## src/rtl/apb_wr_master_if.sv

```systemverilog
// Bus bundle for the APB write engine: FIFO read port, APB4 master signals
// and the per-beat response port. The master modport is the engine's view.
interface apb_wr_master_if #(
  parameter int ID_NUM = 4,
  parameter int ADDR_W = 12,
  parameter int DATA_W = 32
);
  localparam int STRB_W = DATA_W / 8;
  localparam int PAY_W  = ID_NUM + ADDR_W + STRB_W + DATA_W;

  // FIFO read port (first-word-fall-through)
  logic              afifo_rvld;
  logic              afifo_rrdy;
  logic [PAY_W-1:0]  afifo_rpayload;

  // APB4 master
  logic              PSEL_o;
  logic              PENABLE_o;
  logic              PWRITE_o;
  logic [ADDR_W-1:0] PADDR_o;
  logic [DATA_W-1:0] PWDATA_o;
  logic [STRB_W-1:0] PSTRB_o;
  logic [2:0]        PPROT_o;
  logic              PREADY_i;
  logic              PSLVERR_i;

  // per-beat response
  logic              rsp_vld;
  logic              rsp_rdy;
  logic [ID_NUM-1:0] rsp_id;
  logic [1:0]        rsp_resp;

  modport master (
    input  afifo_rvld, afifo_rpayload, PREADY_i, PSLVERR_i, rsp_rdy,
    output afifo_rrdy, PSEL_o, PENABLE_o, PWRITE_o, PADDR_o, PWDATA_o,
           PSTRB_o, PPROT_o, rsp_vld, rsp_id, rsp_resp
  );

  modport slave (
    output afifo_rvld, afifo_rpayload, PREADY_i, PSLVERR_i, rsp_rdy,
    input  afifo_rrdy, PSEL_o, PENABLE_o, PWRITE_o, PADDR_o, PWDATA_o,
           PSTRB_o, PPROT_o, rsp_vld, rsp_id, rsp_resp
  );
endinterface

```

## src/rtl/apb_wr_master.sv

```systemverilog
// APB4 write engine: pops one {id, addr, strb, data} beat from the async
// FIFO read port, runs a SETUP/ACCESS write, and posts (id, resp) into a
// single response register. A PREADY timeout aborts transfers to a hung slave.
module apb_wr_master #(
  parameter int ID_NUM      = 4,
  parameter int ADDR_W      = 12,
  parameter int DATA_W      = 32,
  parameter int TIMEOUT_CYC = 256
) (
  input  logic             PCLK_i,
  input  logic             PRESETn_i,
  apb_wr_master_if.master  bus
);
  localparam int STRB_W = DATA_W / 8;
  localparam int PAY_W  = ID_NUM + ADDR_W + STRB_W + DATA_W;
  // Counter must hold 0..TIMEOUT_CYC; keep at least one bit when disabled.
  localparam int CNT_W  = (TIMEOUT_CYC > 0) ? $clog2(TIMEOUT_CYC + 1) : 1;
  localparam logic [CNT_W-1:0] CNT_LAST = CNT_W'((TIMEOUT_CYC > 0) ? TIMEOUT_CYC - 1 : 0);
  localparam bit TMO_EN = (TIMEOUT_CYC != 0);

  localparam logic [1:0] S_IDLE   = 2'd0;
  localparam logic [1:0] S_SETUP  = 2'd1;
  localparam logic [1:0] S_ACCESS = 2'd2;

  localparam logic [1:0] RESP_OKAY   = 2'b00;
  localparam logic [1:0] RESP_SLVERR = 2'b10;
  localparam logic [1:0] RESP_TMO    = 2'b11;

  logic [1:0]        state_q, state_d;
  logic [CNT_W-1:0]  tmo_cnt_q, tmo_cnt_d;
  logic [ADDR_W-1:0] paddr_q;
  logic [DATA_W-1:0] pwdata_q;
  logic [STRB_W-1:0] pstrb_q;
  logic [ID_NUM-1:0] id_q;
  logic              rsp_vld_q;
  logic [ID_NUM-1:0] rsp_id_q;
  logic [1:0]        rsp_resp_q;

  logic              in_access;
  logic              tmo;
  logic              done;
  logic              rsp_free;
  logic              rrdy;
  logic              pop;
  logic [1:0]        resp_d;

  // payload fields, id in the MSBs
  logic [ID_NUM-1:0] pay_id;
  logic [ADDR_W-1:0] pay_addr;
  logic [STRB_W-1:0] pay_strb;
  logic [DATA_W-1:0] pay_data;

  assign pay_id   = bus.afifo_rpayload[PAY_W-1 -: ID_NUM];
  assign pay_addr = bus.afifo_rpayload[DATA_W+STRB_W +: ADDR_W];
  assign pay_strb = bus.afifo_rpayload[DATA_W +: STRB_W];
  assign pay_data = bus.afifo_rpayload[DATA_W-1:0];

  // Completion, timeout and pop qualification. A pop needs the response
  // register free, so at most one beat is ever in flight behind it.
  always_comb begin
    in_access = (state_q == S_ACCESS);
    tmo       = TMO_EN && in_access && (tmo_cnt_q == CNT_LAST) && !bus.PREADY_i;
    done      = in_access && (bus.PREADY_i || tmo);
    rsp_free  = !rsp_vld_q || bus.rsp_rdy;
    // PRESETn_i gating keeps the pop strobe low while reset is asserted
    rrdy      = PRESETn_i && rsp_free && ((state_q == S_IDLE) || done);
    pop       = bus.afifo_rvld && rrdy;
    // PREADY in the timeout cycle wins, so tmo already excludes it
    if (tmo)                resp_d = RESP_TMO;
    else if (bus.PSLVERR_i) resp_d = RESP_SLVERR;
    else                    resp_d = RESP_OKAY;
  end

  // Next-state and timeout counter logic
  always_comb begin
    state_d   = state_q;
    tmo_cnt_d = tmo_cnt_q;
    case (state_q)
      S_IDLE: begin
        if (pop) state_d = S_SETUP;
      end
      S_SETUP: begin
        state_d   = S_ACCESS;
        tmo_cnt_d = '0;
      end
      S_ACCESS: begin
        if (!bus.PREADY_i) tmo_cnt_d = tmo_cnt_q + CNT_W'(1);
        // ACCESS never waits on the response port
        if (done) state_d = pop ? S_SETUP : S_IDLE;
      end
      default: state_d = S_IDLE;
    endcase
  end

  // State and timeout counter registers
  always_ff @(posedge PCLK_i or negedge PRESETn_i) begin
    if (!PRESETn_i) begin
      state_q   <= S_IDLE;
      tmo_cnt_q <= '0;
    end else begin
      state_q   <= state_d;
      tmo_cnt_q <= tmo_cnt_d;
    end
  end

  // Capture the popped beat; held stable through SETUP and ACCESS
  always_ff @(posedge PCLK_i or negedge PRESETn_i) begin
    if (!PRESETn_i) begin
      paddr_q  <= '0;
      pwdata_q <= '0;
      pstrb_q  <= '0;
      id_q     <= '0;
    end else if (pop) begin
      paddr_q  <= pay_addr;
      pwdata_q <= pay_data;
      pstrb_q  <= pay_strb;
      id_q     <= pay_id;
    end
  end

  // Response register: a completion always loads it (even alongside rsp_rdy)
  always_ff @(posedge PCLK_i or negedge PRESETn_i) begin
    if (!PRESETn_i) begin
      rsp_vld_q  <= 1'b0;
      rsp_id_q   <= '0;
      rsp_resp_q <= RESP_OKAY;
    end else if (done) begin
      rsp_vld_q  <= 1'b1;
      rsp_id_q   <= id_q;
      rsp_resp_q <= resp_d;
    end else if (bus.rsp_rdy) begin
      rsp_vld_q  <= 1'b0;
    end
  end

  assign bus.afifo_rrdy = rrdy;
  assign bus.PSEL_o     = (state_q == S_SETUP) || in_access;
  assign bus.PENABLE_o  = in_access;
  assign bus.PWRITE_o   = bus.PSEL_o;
  assign bus.PADDR_o    = paddr_q;
  assign bus.PWDATA_o   = pwdata_q;
  assign bus.PSTRB_o    = pstrb_q;
  assign bus.PPROT_o    = 3'b000;
  assign bus.rsp_vld    = rsp_vld_q;
  assign bus.rsp_id     = rsp_id_q;
  assign bus.rsp_resp   = rsp_resp_q;

endmodule

```

## src/flat_wrapper.sv

```systemverilog
// flat-port wrapper written by rule: the top's interface ports become plain ports
module apb_wr_master_flat 
#(
  parameter int ID_NUM      = 4,
  parameter int ADDR_W      = 12,
  parameter int DATA_W      = 32,
  parameter int TIMEOUT_CYC = 256
)
  (PCLK_i, PRESETn_i, bus_afifo_rvld, bus_afifo_rpayload, bus_PREADY_i, bus_PSLVERR_i, bus_rsp_rdy, bus_afifo_rrdy, bus_PSEL_o, bus_PENABLE_o, bus_PWRITE_o, bus_PADDR_o, bus_PWDATA_o, bus_PSTRB_o, bus_PPROT_o, bus_rsp_vld, bus_rsp_id, bus_rsp_resp);
  apb_wr_master_if #(.ID_NUM(ID_NUM), .ADDR_W(ADDR_W), .DATA_W(DATA_W)) bus_i ();
  input  logic PCLK_i;
  input  logic PRESETn_i;
  input wire logic [$bits(bus_i.afifo_rvld)-1:0] bus_afifo_rvld;
  input wire logic [$bits(bus_i.afifo_rpayload)-1:0] bus_afifo_rpayload;
  input wire logic [$bits(bus_i.PREADY_i)-1:0] bus_PREADY_i;
  input wire logic [$bits(bus_i.PSLVERR_i)-1:0] bus_PSLVERR_i;
  input wire logic [$bits(bus_i.rsp_rdy)-1:0] bus_rsp_rdy;
  output wire logic [$bits(bus_i.afifo_rrdy)-1:0] bus_afifo_rrdy;
  output wire logic [$bits(bus_i.PSEL_o)-1:0] bus_PSEL_o;
  output wire logic [$bits(bus_i.PENABLE_o)-1:0] bus_PENABLE_o;
  output wire logic [$bits(bus_i.PWRITE_o)-1:0] bus_PWRITE_o;
  output wire logic [$bits(bus_i.PADDR_o)-1:0] bus_PADDR_o;
  output wire logic [$bits(bus_i.PWDATA_o)-1:0] bus_PWDATA_o;
  output wire logic [$bits(bus_i.PSTRB_o)-1:0] bus_PSTRB_o;
  output wire logic [$bits(bus_i.PPROT_o)-1:0] bus_PPROT_o;
  output wire logic [$bits(bus_i.rsp_vld)-1:0] bus_rsp_vld;
  output wire logic [$bits(bus_i.rsp_id)-1:0] bus_rsp_id;
  output wire logic [$bits(bus_i.rsp_resp)-1:0] bus_rsp_resp;
  assign bus_i.afifo_rvld = bus_afifo_rvld;
  assign bus_i.afifo_rpayload = bus_afifo_rpayload;
  assign bus_i.PREADY_i = bus_PREADY_i;
  assign bus_i.PSLVERR_i = bus_PSLVERR_i;
  assign bus_i.rsp_rdy = bus_rsp_rdy;
  assign bus_afifo_rrdy = bus_i.afifo_rrdy;
  assign bus_PSEL_o = bus_i.PSEL_o;
  assign bus_PENABLE_o = bus_i.PENABLE_o;
  assign bus_PWRITE_o = bus_i.PWRITE_o;
  assign bus_PADDR_o = bus_i.PADDR_o;
  assign bus_PWDATA_o = bus_i.PWDATA_o;
  assign bus_PSTRB_o = bus_i.PSTRB_o;
  assign bus_PPROT_o = bus_i.PPROT_o;
  assign bus_rsp_vld = bus_i.rsp_vld;
  assign bus_rsp_id = bus_i.rsp_id;
  assign bus_rsp_resp = bus_i.rsp_resp;
  apb_wr_master #(.ID_NUM(ID_NUM), .ADDR_W(ADDR_W), .DATA_W(DATA_W), .TIMEOUT_CYC(TIMEOUT_CYC)) u_core (.PCLK_i(PCLK_i), .PRESETn_i(PRESETn_i), .bus(bus_i));
endmodule
```

## config.mk

```make
export PLATFORM = sky130hd
export DESIGN_NAME = apb_wr_master_flat
export DESIGN_NICKNAME = d
export VERILOG_FILES = /design/src/rtl/apb_wr_master_if.sv /design/src/rtl/apb_wr_master.sv /design/src/flat_wrapper.sv
export SDC_FILE = /design/constraint.sdc
export NUM_CORES = 1
export LEC_CHECK = 0
export ABC_AREA = 1
export CORE_AREA = 2 2 74 76
export DETAILED_ROUTE_END_ITERATION = 8
export DIE_AREA = 0 0 76 78
export DONT_BUFFER_PORTS = 1
export HOLD_SLACK_MARGIN = 0.03
export PLACE_DENSITY = 0.74
export SLEW_MARGIN = 20
export SYNTH_ARGS = -nofsm -noshare
export SYNTH_HDL_FRONTEND = slang
export SYNTH_SLANG_ARGS = --single-unit
```

## constraint.sdc

```tcl
create_clock -name PCLK_i -period 2.7 [get_ports PCLK_i]
set_clock_uncertainty 0.15 [all_clocks]
set_input_delay 0.405 -clock PCLK_i [delete_from_list [all_inputs] [get_ports PCLK_i]]
set_output_delay 0.405 -clock PCLK_i [all_outputs]
set_load 0.02 [all_outputs]
```

* Yosys cells after proc, flatten, opt, wreduce, memory -nomap -nowiden *
Cells that the tools add are included.

storage, ports and cells
  register bits after elaboration = 70
  input bits = 58
  output and inout port bits = 62
  logic and storage cells = 43

cells by class
  add/subtract/negate cells = 1
  equality and inequality tests = 6
  multiplexer cells = 10
  reduce and logical (&&, ||, !) cells = 17

operator list
  operator                                                                  number
  9-bit case mux with 2 select lines                                        1
  9-bit by 1-bit adder with 9-bit output (second input constant)            1
  9-bit by 8-bit == test with 1-bit output (second input constant)          1
  9-bit 2-to-1 mux                                                          1
  2-bit 2-to-1 mux                                                          4
  1-bit logical AND                                                         6
  2-bit case mux with 3 select lines                                        1
  1-bit logical OR                                                          4
  2-bit inequality test (second input constant)                             2
  2-bit AND reduction                                                       2
  2-bit nonzero test                                                        2
  1-bit 2-to-1 mux                                                          3
  2-bit by 1-bit == test with 1-bit output (second input constant)          1
  2-bit == test (second input constant)                                     1
  1-bit zero test                                                           2
  2-bit zero test                                                           1
  2-bit by 1-bit inequality test with 1-bit output (second input constant)  1

* Depth between registers and ports, before layout *
  depth after elaboration = 11
  gate-level depth with buffers = 13
  depth with buffers taken out = 13

* Least setup slack after synthesis *
OpenSTA, ideal clock, no wires.

  kind = register to output
  start = register u_core.tmo_cnt_q[0]
  end = output port bus_afifo_rrdy
  arrival = 1,440 ps
  required time = 2,145 ps
  path slack = 705 ps
  stages on the path, launching flop included = 11
  buffers on the path = 0
  cell sequence = dfrtp_1 > ha_1 > nand2_1 > inv_1 > nand2_1 > nor2_1 > ha_1 > nand2_1 > nand3_2 > nand2_2 > inv_1

between the ends
  longest elaborated chain between the ends = 7

RTL lines
  what                                      RTL line              text
  from (decl)                               apb_wr_master.sv:30   logic [CNT_W-1:0] tmo_cnt_q, tmo_cnt_d;
  from (signal assigned)                    apb_wr_master.sv:102  tmo_cnt_q <= tmo_cnt_d;
  9-bit by 8-bit == test with 1-bit output  apb_wr_master.sv:62   tmo = TMO_EN && in_access && (tmo_cnt_q == CNT_LAST) && !bus.PREADY_i;
  1-bit logical AND (2 in a row)            apb_wr_master.sv:62
  1-bit logical OR                          apb_wr_master.sv:63   done = in_access && (bus.PREADY_i || tmo);
  1-bit logical AND                         apb_wr_master.sv:63
  1-bit logical OR                          apb_wr_master.sv:66   rrdy = PRESETn_i && rsp_free && ((state_q == S_IDLE) || done);
  1-bit logical AND                         apb_wr_master.sv:66
  to (decl)                                 flat_wrapper.sv:18    output wire logic [$bits(bus_i.afifo_rrdy)-1:0] bus_afifo_rrdy;

Every way passes these cells.

* Final worst setup path *
  start = register u_core.state_q[0]
  end = output port bus_afifo_rrdy

between the ends
  longest elaborated chain between the ends = 7
  elaborated cells on any way between the ends = 8
  those cells by class = eq/ne (1); reduce/logical (7)

RTL lines
  what                            RTL line              text
  from (decl)                     apb_wr_master.sv:29   logic [1:0] state_q, state_d;
  from (signal assigned)          apb_wr_master.sv:101  state_q <= state_d;
  2-bit == test *                 apb_wr_master.sv:61   in_access = (state_q == S_ACCESS);
  named net bus_PENABLE_o         flat_wrapper.sv:20    output wire logic [$bits(bus_i.PENABLE_o)-1:0] bus_PENABLE_o;
  1-bit logical AND (2 in a row)  apb_wr_master.sv:62
  1-bit logical OR                apb_wr_master.sv:63
  1-bit logical AND *             apb_wr_master.sv:63
  1-bit logical OR *              apb_wr_master.sv:66
  1-bit logical AND *             apb_wr_master.sv:66

The timed path passes the listed nets; every way through them passes the cells marked *.

==> results.py <==
metrics = {
    "status": {
        "outcome": "completed",
    },
    "timing": {
        "post-route-period-util": 0.9078,
        "finalMaxSlewViolations": 0,
        "period_needed_ns": 2.451,
        "setup_tns_ns": 0,
        "fmax_mhz": 408.0,
        "rsz0062_at_grt": "no",
        "holdWs_ns": 0.04458,
        "worst_slack_ns": 0.2489,
        "hold_viol": 0,
        "setup_viol": 0,
    },
    "placement": {
        "io_buffers": 0,
        "dp_cells": 403,
        "dpl_cell_area_um2": 2977,
        "gp_congestion": 0.8323,
        "dpl.hpwl_um": 3983,
        "post-place-ws_ns": 0.4974,
    },
    "setup_path": {
        "critPathCaptureType": "output pin",
        "cp_slowest_stage_delay_ns": 0.42,
        "cp_slowest_cell": "dfrtp_1",
        "cp_data_arrival_time_ns": 1.90,
        "cp-start-kind": "flip-flop",
        "reg2reg_slack_ns": 0.47,
        "r2r_end": "u_core.state_q[0]",
        "path_buf_inv": 2,
        "crit_family": "simple AND/OR/NAND/NOR gates",
        "reg2reg_depth": 9,
        "crit_type": "flip-flop to output pin",
        "cp.required_ns": 2.14,
        "crit_chain": "inv_1, ha_1, nand2_1, nand3_2, nand2_2, inv_1",
        "worstPathMaxFanout": 7,
        "r2r_start": "u_core.state_q[0]",
        "cpMostUsedCell": "inv_1",
    },
    "synth": {
        "synth_cell_types": 25,
        "synth_most_common_cell": "nand2_1",
        "synth_top_area_frac": 0.5912,
        "yosysTopAreaCell": "dfrtp_1",
        "syn-cell-area_um2": 2963,
        "synthArstFlopShare": 1.000,
        "synth_cells": 341,
        "ys_warn_count": 0,
        "ys.flop_type": "dfrtp_1",
        "seq_area_frac_synth": 0.5912,
        "netlist_top_cells_count": "192 x nand2_1, 70 x dfrtp_1, 24 x inv_1",
        "synth_edf_count": 0,
        "ys_ff_latch": 70,
        "syn_area_per_cell_um2": 8.689,
        "synth_area_leaders": "dfrtp_1 59%, nand2_1 24%, inv_1 3.0%, ha_1 2.5%, buf_6 1.9%",
    },
    "finish": {
        "antenna_cells": 0,
        "fin_util": 0.7221,
        "fin_nets": 451,
        "final_area_um2": 3641,
        "drive_above_1_share": 0.05867,
        "syn2layout_area_growth_pct": 22.89,
        "finalNonFillerCells": 462,
    },
    "clock_tree": {
        "clk_latency_ns": 0.33,
        "cts.sinks": 70,
        "htreeDepth": 3,
        "clkTransAtPathRegs_ns": 0.07,
        "cts_setup_buffers": 0,
        "cts-resized-gates": 0,
        "cts_root_buf": "clkbuf_8",
        "holdBufCountCts": 40,
        "clockBufferDepth": 2,
        "numCtsBuffers": 9,
        "cts_tree": "built",
    },
    "die": {
        "start_util": 0.5876,
        "row_count": 26,
        "die_w_um": 76,
        "core_um2": 5042,
        "die_h_um": 78,
        "ios": 120,
        "die_area_um2": 5928,
    },
    "routing": {
        "dr.pass1.iters": 5,
        "wire_per_inst_um": 14.56,
        "viasPerCell": 4.968,
        "drc": 0,
        "drt_iter0_drc": 129,
        "vias": 2295,
        "ant_nets": 0,
        "wirelength_um": 6727,
    },
    "pwr": {
        "leakagePower_nw": 1.968,
        "peakVddDrop_mv": 0.6296,
        "power.total_mw": 4.049,
        "powerDensity_nw_per_um2": 1112,
    },
    "min_path": {
        "worstHoldPathType": "primary input to flip-flop",
        "hold_path_depth": 2,
        "min_from": "bus_afifo_rpayload[37]",
        "hold_end": "u_core.bus.PADDR_o[1]",
    },
    "global_routing": {
        "grtUsageTotal": 0.2461,
        "grt_antenna_before_repair": 0,
        "grt_pass1_wl_um": 11400,
        "grt_max_degree": 71,
        "grt_overflow": 0,
        "grt_pass1_vias": 2458,
    },
    "job": {
        "cap_viol_max_count": 0,
    },
}
## metal layers
layer / global-route usage / routed length, um / up-vias
met3: 0.07209 / 487 / 16
met2: 0.4134 / 3339 / 108
li1: - / - / 1117
met4: 0.1255 / 163 / 0
met5: 0 / 0 / -
met1: 0.2897 / 2737 / 1054
## where the power goes
part	switching (mW)	internal, mW
combinational	0.526	0.316
clock	0.366	0.547
sequential	0.811	1.48
## registers in the layout, summed over array words and instances, names as in the netlist
signal	flops
u_core.bus.PADDR_o	12
u_core.bus.PSTRB_o	4
u_core.bus.PWDATA_o	32
u_core.bus.rsp_id	4
u_core.bus.rsp_resp	2
u_core.bus.rsp_vld	1
u_core.id_q	4
u_core.state_q	2
u_core.tmo_cnt_q	9
## cells by family after synthesis
| family | synth area share |
|---|---|
| and+or+nand+nor | 0.2829 |
| DFF | 0.5912 |
| buffers and inverters | 0.06925 |
| AOI/OAI and AO/OA | 0.02999 |
| adders and majority gates | 0.02534 |
| other | 0.001266 |
## cell type report
type	instances	area, um2
fill	357	1401
inverter	25	93.84
multi-input combinational	234	1013
clock inverter	3	67.56
sequential	70	1752
clock buffer	13	148.9
timing repair buffer	47	478.0
tap	70	87.58
## cells in the final DEF (no fill, tap or decap), types with 2 or more instances in the layout
master and n:
dfrtp_1 70, a21oi_1 2, o22ai_1 3, inv_1 24, buf_4 4, o21ai_0 4
nand3_1 6, nand2_1 192, clkbuf_1 3, nand3_2 2, dlygate4sd3_1 42, clkbuf_8 10
ha_1 6, conb_1 3, nor2_1 6, bufinv_16 2
## worst max path at each step
stage	startpoint	end	cells after the start
after CTS	u_core.state_q[0]	bus_afifo_rrdy	6
after global placement	u_core.tmo_cnt_q[0]	u_core.state_q[0]	13
final	u_core.state_q[0]	bus_afifo_rrdy	6
after detailed placement	u_core.state_q[0]	u_core.state_q[0]	9
after floorplan	u_core.tmo_cnt_q[0]	bus_afifo_rrdy	10
after global routing	u_core.tmo_cnt_q[0]	bus_afifo_rrdy	10
(Power assumes the default switching activity.)
